**config.mk**
```make
export PLATFORM = sky130hd
export DESIGN_NAME = mem_arbiter
export DESIGN_NICKNAME = d
export VERILOG_FILES = /design/src/rtl/mem_arbiter.sv
export SDC_FILE = /design/constraint.sdc
export NUM_CORES = 1
export LEC_CHECK = 0
export ABC_CLOCK_PERIOD_IN_PS = 1550
export CELL_PAD_IN_SITES_DETAIL_PLACEMENT = 2
export CELL_PAD_IN_SITES_GLOBAL_PLACEMENT = 2
export CORE_MARGIN = 1
export CORE_UTILIZATION = 24
export DETAILED_ROUTE_END_ITERATION = 12
export PLACE_DENSITY = 0.84
export SLEW_MARGIN = 20
export SYNTH_ARGS = -nofsm -noshare
export SYNTH_HDL_FRONTEND = slang
export SYNTH_SLANG_ARGS = --single-unit
```
**constraint.sdc**
```tcl
create_clock -name clk -period 1.55 [get_ports clk]
set_input_delay 0.3875 -clock clk [delete_from_list [all_inputs] [get_ports clk]]
set_output_delay 0.3875 -clock clk [all_outputs]
set_load 0.01 [all_outputs]
```
**src/rtl/mem_arbiter.sv**
```systemverilog
// Two-client arbiter/sequencer in front of a single-port synchronous RAM.
// Optional MEM_ARB_FIXED_PRIO_EN: client 0 wins every tie instead of round-robin.
module mem_arbiter #(
   parameter int WIDTH = 8,
   parameter int DEPTH = 4
) (
   input  logic             clk,
   input  logic             rst_n,
   input  logic             req0,
   input  logic             req1,
   input  logic             we0,
   input  logic             we1,
   input  logic [DEPTH-1:0] addr0,
   input  logic [DEPTH-1:0] addr1,
   input  logic [WIDTH-1:0] wdata0,
   input  logic [WIDTH-1:0] wdata1,
   output logic             gnt0,
   output logic             gnt1,
   output logic             rvalid0,
   output logic             rvalid1,
   output logic [WIDTH-1:0] rdata0,
   output logic [WIDTH-1:0] rdata1,
   output logic             en,
   output logic             mem_write,
   output logic [DEPTH-1:0] mem_addr,
   output logic [WIDTH-1:0] mem_write_data,
   input  logic [WIDTH-1:0] mem_read_data
);

   typedef enum logic [1:0] {
      IDLE,
      ISSUE,
      RD_WAIT
   } state_t;

   state_t state_q, state_d;
   logic   cur_q, cur_d;
   logic   pick1;
   logic   any_req;

   logic             gnt0_d, gnt1_d;
   logic             rv0_d, rv1_d;
   logic [WIDTH-1:0] rd0_d, rd1_d;
   logic             en_d, mw_d;
   logic [DEPTH-1:0] addr_d;
   logic [WIDTH-1:0] wd_d;

   assign any_req = req0 | req1;

`ifdef MEM_ARB_FIXED_PRIO_EN
   // client 0 takes every tie
   assign pick1 = ~req0;
`else
   logic last_gnt;

   // a tie goes to the client not served last time
   assign pick1 = req1 & (~req0 | ~last_gnt);

   // remember the most recent winner
   always_ff @(posedge clk or negedge rst_n) begin
      if (!rst_n)
         last_gnt <= 1'b1;
      else if (state_q == IDLE && any_req)
         last_gnt <= pick1;
   end
`endif

   // next-state and next-output values for every register
   always_comb begin
      state_d = state_q;
      cur_d   = cur_q;
      gnt0_d  = 1'b0;
      gnt1_d  = 1'b0;
      rv0_d   = 1'b0;
      rv1_d   = 1'b0;
      rd0_d   = rdata0;
      rd1_d   = rdata1;
      en_d    = 1'b0;
      mw_d    = 1'b0;
      addr_d  = mem_addr;
      wd_d    = mem_write_data;
      unique case (state_q)
         IDLE: begin
            if (any_req) begin
               cur_d   = pick1;
               gnt0_d  = ~pick1;
               gnt1_d  = pick1;
               en_d    = 1'b1;
               mw_d    = pick1 ? we1 : we0;
               addr_d  = pick1 ? addr1 : addr0;
               wd_d    = pick1 ? wdata1 : wdata0;
               state_d = ISSUE;
            end
         end
         ISSUE: begin
            state_d = mem_write ? IDLE : RD_WAIT;
         end
         RD_WAIT: begin
            if (cur_q) begin
               rd1_d = mem_read_data;
               rv1_d = 1'b1;
            end else begin
               rd0_d = mem_read_data;
               rv0_d = 1'b1;
            end
            state_d = IDLE;
         end
         default: state_d = IDLE;
      endcase
   end

   // state and registered outputs
   always_ff @(posedge clk or negedge rst_n) begin
      if (!rst_n) begin
         state_q        <= IDLE;
         cur_q          <= 1'b0;
         gnt0           <= 1'b0;
         gnt1           <= 1'b0;
         rvalid0        <= 1'b0;
         rvalid1        <= 1'b0;
         rdata0         <= '0;
         rdata1         <= '0;
         en             <= 1'b0;
         mem_write      <= 1'b0;
         mem_addr       <= '0;
         mem_write_data <= '0;
      end else begin
         state_q        <= state_d;
         cur_q          <= cur_d;
         gnt0           <= gnt0_d;
         gnt1           <= gnt1_d;
         rvalid0        <= rv0_d;
         rvalid1        <= rv1_d;
         rdata0         <= rd0_d;
         rdata1         <= rd1_d;
         en             <= en_d;
         mem_write      <= mw_d;
         mem_addr       <= addr_d;
         mem_write_data <= wd_d;
      end
   end

endmodule
```
# --- Word-level counts from Yosys, hierarchy flattened ---
# Cells that the tools add are included.
# W data, S select, Z words.
classes:
  add_sub_neg: 0
  mul: 0
  div: 0
  order_cmp: 0
  n_eq_ne: 3
  n_shift: 0
  muxes: 18
  bitwise_logic: 7
  n_reduce_logical: 5
op_table:
  columns: ["operator", "count"]
  rows:
  - ["$mux W1", 13]
  - ["$mux W8", 1]
  - ["$reduce_and A2 Y1", 3]
  - ["$mux W2", 2]
  - ["$mux W4", 1]
  - ["$not A1 Y1", 4]
  - ["$pmux W2 S2", 1]
  - ["$eq A2 B1 Y1 const B", 1]
  - ["$eq A2 B2 Y1 const B", 1]
  - ["$logic_not A2 Y1", 1]
  - ["$ne A2 B2 Y1 const B", 1]
  - ["$or A1 B1 Y1", 2]
  - ["$and A1 B1 Y1", 1]
  - ["$logic_and A1 B1 Y1", 1]
word_totals:
  regBits: 38
  latchBits: 0
  ram_bits: 0
  mem_bits_ro: 0
  input_bits: 38
  output_inout_bits: 34
  elab_cells: 46
  n_memories: 0

# --- Depth between registers and ports, before layout ---
depth:
  ltp_word: 6
  ltp_mapped: 5
  depth_no_buf: 4

# --- Worst setup path after synthesis ---
# No wires, ideal clock.
synth_path:
  path_type: "register -> register"
  startpoint: "register state_q[0]"
  endpoint: "register rdata0[0]"
  setup_time_ps: 128
  arrival_time_ps: 1073
  path_slack_ps: 350
  path_stages_with_launch: 4
  cell_sequence: "dfrtp_1 > nor3b_1 > buf_4 > mux2_1"
synth_between:
  elab_chain_len: 2
synth_rtl:
  columns: ["item", "line_no", "text"]
  rows:
  - ["start: declaration", "36", "state_t state_q, state_d;"]
  - ["start signal: assignment", "128", "state_q <= state_d;"]
  - ["$eq A2 B2 Y1", "82", "unique case (state_q)"]
  - ["$reduce_and A2 Y1 (no line)", null, null]
  - ["end signal: assignment", "134", "rdata0 <= rd0_d;"]
  - ["end: declaration", "21", "output logic [WIDTH-1:0] rdata0,"]
# No other way between the ends.
# A chain may end at the register's enable or synchronous reset.

# --- Final worst setup path ---
layout_path:
  startpoint: "input req0"
  endpoint: "register mem_write_data[0]"
layout_between:
  elab_chain_len: 4
  elab_cells_between_ends: 6
layout_rtl:
  columns: ["item", "line_no", "text"]
  rows:
  - ["start: declaration", "9", "input logic req0,"]
  - ["$not A1 Y1", "57", "assign pick1 = req1 & (~req0 | ~last_gnt);"]
  - ["$or A1 B1 Y1", "57", null]
  - ["$and A1 B1 Y1", "57", null]
  - ["$mux W8", "91", "wd_d = pick1 ? wdata1 : wdata0;"]
  - ["end signal: assignment", "139", "mem_write_data <= wd_d;"]
  - ["end: declaration", "26", "output logic [WIDTH-1:0] mem_write_data,"]
# Several ways; a longest one is shown, not always the timed one.

==> impl_metrics.toml <==
[status]
status = "completed"

[routing]
routed_wl_um = 4060
first_iter_violations = 51
drc_errors = 0
wl_per_cell_um = 14.3
vias_per_cell = 4.48
firstDrtPassIters = 2
vias = 1271
antenna_left = 0

[logic_synthesis]
syn_avg_cell_area_sq_um = 11.9
yosysUniqueCellTypes = 22
yosysTopAreaCell = "dfrtp_1"
syn_nets = 165
synth_top_area_share_pct = 61.2
yosysWarnings = 0
syn_inst = 127
netlist_area_sq_um = 1510
ys_ff_latch = 38
ys_seq_area_share_pct = 62.9
synthTopCellsByArea = "dfrtp_1, mux2_1, nand2_1"

[grt]
grt_pass1_vias = 1360
grt_pass1_wl_um = 6580
grt-ovfl-total = 0
grt_usage_pct = 13.4
antenna_found_initial = 0
grt_start_max_net_pins = 20

[setup_path]
worstPathArrival_ps = 1520
end_kind = "register"
cp_cell_sequence = "clkdlybuf4s50_1 -> or2_1 -> buf_4 -> a21oi_1 -> a31oi_1"
crit_buf_inv = 2
cp_slowest_cell = "clkdlybuf4s50_1"
cpPeakStageDelay_ps = 440
cp_top_family = "buffers and inverters"
cp_max_fo = 12
critPathKind = "in -> reg"
required_ps = 1700
cp-start-kind = "primary input"

[clocking]
clock-sinks = 38
htreeDepth = 2
numCtsBuffers = 5
cts_tree = "yes"
cts.clk_slew.worst_paths_ps = 70
clk_path_buf_depth = 2
clock_latency_ps = 290
root_buffer = "clkbuf_8"
postCtsSetupBuffers = 0

[layout]
area_growth_syn_to_layout_pct = 63.0
drive_gt1_share_pct = 14.8
seqCellArea_sq_um = 952
layout.nets = 247
diodes = 0
finalInstanceArea_sq_um = 2470
n_fill_cell = 625
postLayoutCoreUtil_pct = 41.2
multi_input_area_sq_um = 512

[placed_design]
postPlaceCellArea_sq_um = 2380
dpl_worst_slack_ps = -135
dp_hpwl_um = 3150
numPortBuffers = 71
place.gp.congestion = 0.673

[power]
vdd_drop_max_uv = 548
power_mw = 4.38
p_leak_nw = 1.14
powerDensity_nw_per_um2 = 1770

[die]
initial_core_util_pct = 25.3
die_h_um = 81.4
coreArea_sq_um = 5990
die_w_um = 81.4
num_rows = 28
die-area_sq_um = 6630
ioPinCount = 72

[sta]
setup_ws_ps = 181
holdWs_ps = 468
rsz0062_at_grt = "no"
hold_viol = 0
finalSetupViolCount = 0
relSlewSlack_pct = 79.3
fin_crit_sh_pct = 88.3
worst_pin_slew_ps = 311
min_period_ps = 1370
fin_skew_ps = 5.35
fmax_mhz = 731
drv_slew = 0

[hold_path]
hold_class = "reg -> reg"

[job]
cap_violations = 0
-- power by group --
| group | leakage (nW) | switching, mW | total, mW | internal (mW) |
|---|---|---|---|---|
| registers | 0.450 | 0.247 | 1.73 | 1.48 |
| clock network | 0.0573 | 0.332 | 0.847 | 0.515 |
| logic | 0.637 | 0.872 | 1.81 | 0.935 |
-- path summary, 6_finish.rpt --
check | start | endpoint | slack [ps] | cells past startpoint
setup / recovery | req0 | mem_write_data[0]$_DFFE_PN0P_ | 180 | 5
hold / removal | mem_write$_DFF_PN0_ | state_q[1]$_DFFE_PN0P_ | 470 | 1
setup reg to reg | state_q[0]$_DFFE_PN0P_ | rdata1[1]$_DFFE_PN0P_ | 220 | 2
hold reg to reg | mem_write$_DFF_PN0_ | state_q[1]$_DFFE_PN0P_ | 470 | 1
max in group asynchronous | rst_n | last_gnt$_DFFE_PN1P_ | 510 | 3
min in group asynchronous | rst_n | gnt0$_DFF_PN0_ | 520 | 2
-- area by class of cell --
cell class,instances,share of cell area [%]
Clock buffer,6,3.35
Tap cell,75,3.80
Multi-Input combinational cell,80,20.7
Clock inverter,1,1.22
Sequential cell,38,38.6
Timing Repair Buffer,81,31.8
Inverter,3,0.456
-- registers in the layout (all words and copies together), names as in the netlist --
register / count
rdata0: 8
rvalid0: 1
mem_addr: 4
last_gnt: 1
gnt0: 1
en: 1
gnt1: 1
rdata1: 8
mem_write_data: 8
state_q: 2
mem_write: 1
cur_q: 1
rvalid1: 1
-- cell usage after synthesis, drive strengths merged --
cell type	count
dfstp	1
dfrtp	37
nor2	2
a21bo	1
a21oi	14
mux2	16
nand3b	1
a31oi	13
or2	1
a21o	1
nor3	1
buf	6
inv	3
a21boi	1
nor3b	2
nand2	27
-- routing by layer --
layer  vias to the layer above  track usage (%)  share of wire (%)
met5                         -                0                  0
met4                         0             3.75               0.71
met3                         3             6.00                9.0
met2                        54             23.8                 51
met1                       613             14.3                 39
li1                        601                -                  -
-- through the flow --
step / cells / setup TNS (ps)
after floorplan: 127 / 0
after global placement: 276 / -731
after detailed placement: 276 / -1410
after CTS: 284 / 0
after global routing: 284 / 0
final: 284 / 0
-- cells by family (layout without fill, tap and decap cells) --
logic type / after synthesis / after routing / synth area share [%]
AND/OR/NAND/NOR: 34 / 34 / 10.0
flip-flops: 38 / 38 / 62.9
buffers and inverters: 9 / 91 / 3.31
AO/OA/AOI/OAI: 30 / 30 / 11.9
multiplexers: 16 / 16 / 11.9
-- repair_timing --
item	in CTS	in global routing
hold buffers	1	0
endpoints found under the hold margin	10	0
resized for setup	32	2
endpoints found under the setup margin	32	2
-- cells in the final DEF, fill, tap and decap left out, drive strengths merged, types with 2 or more instances in the layout --
master,instances
clkdlybuf4s50,36
dfrtp,37
a31oi,13
inv,3
buf,10
nor3b,2
nand2,27
nor2,2
dlymetal6s2s,2
mux2,16
a21oi,14
clkbuf,6
dlygate4sd2,32
Power figures use the tool's default switching activity.
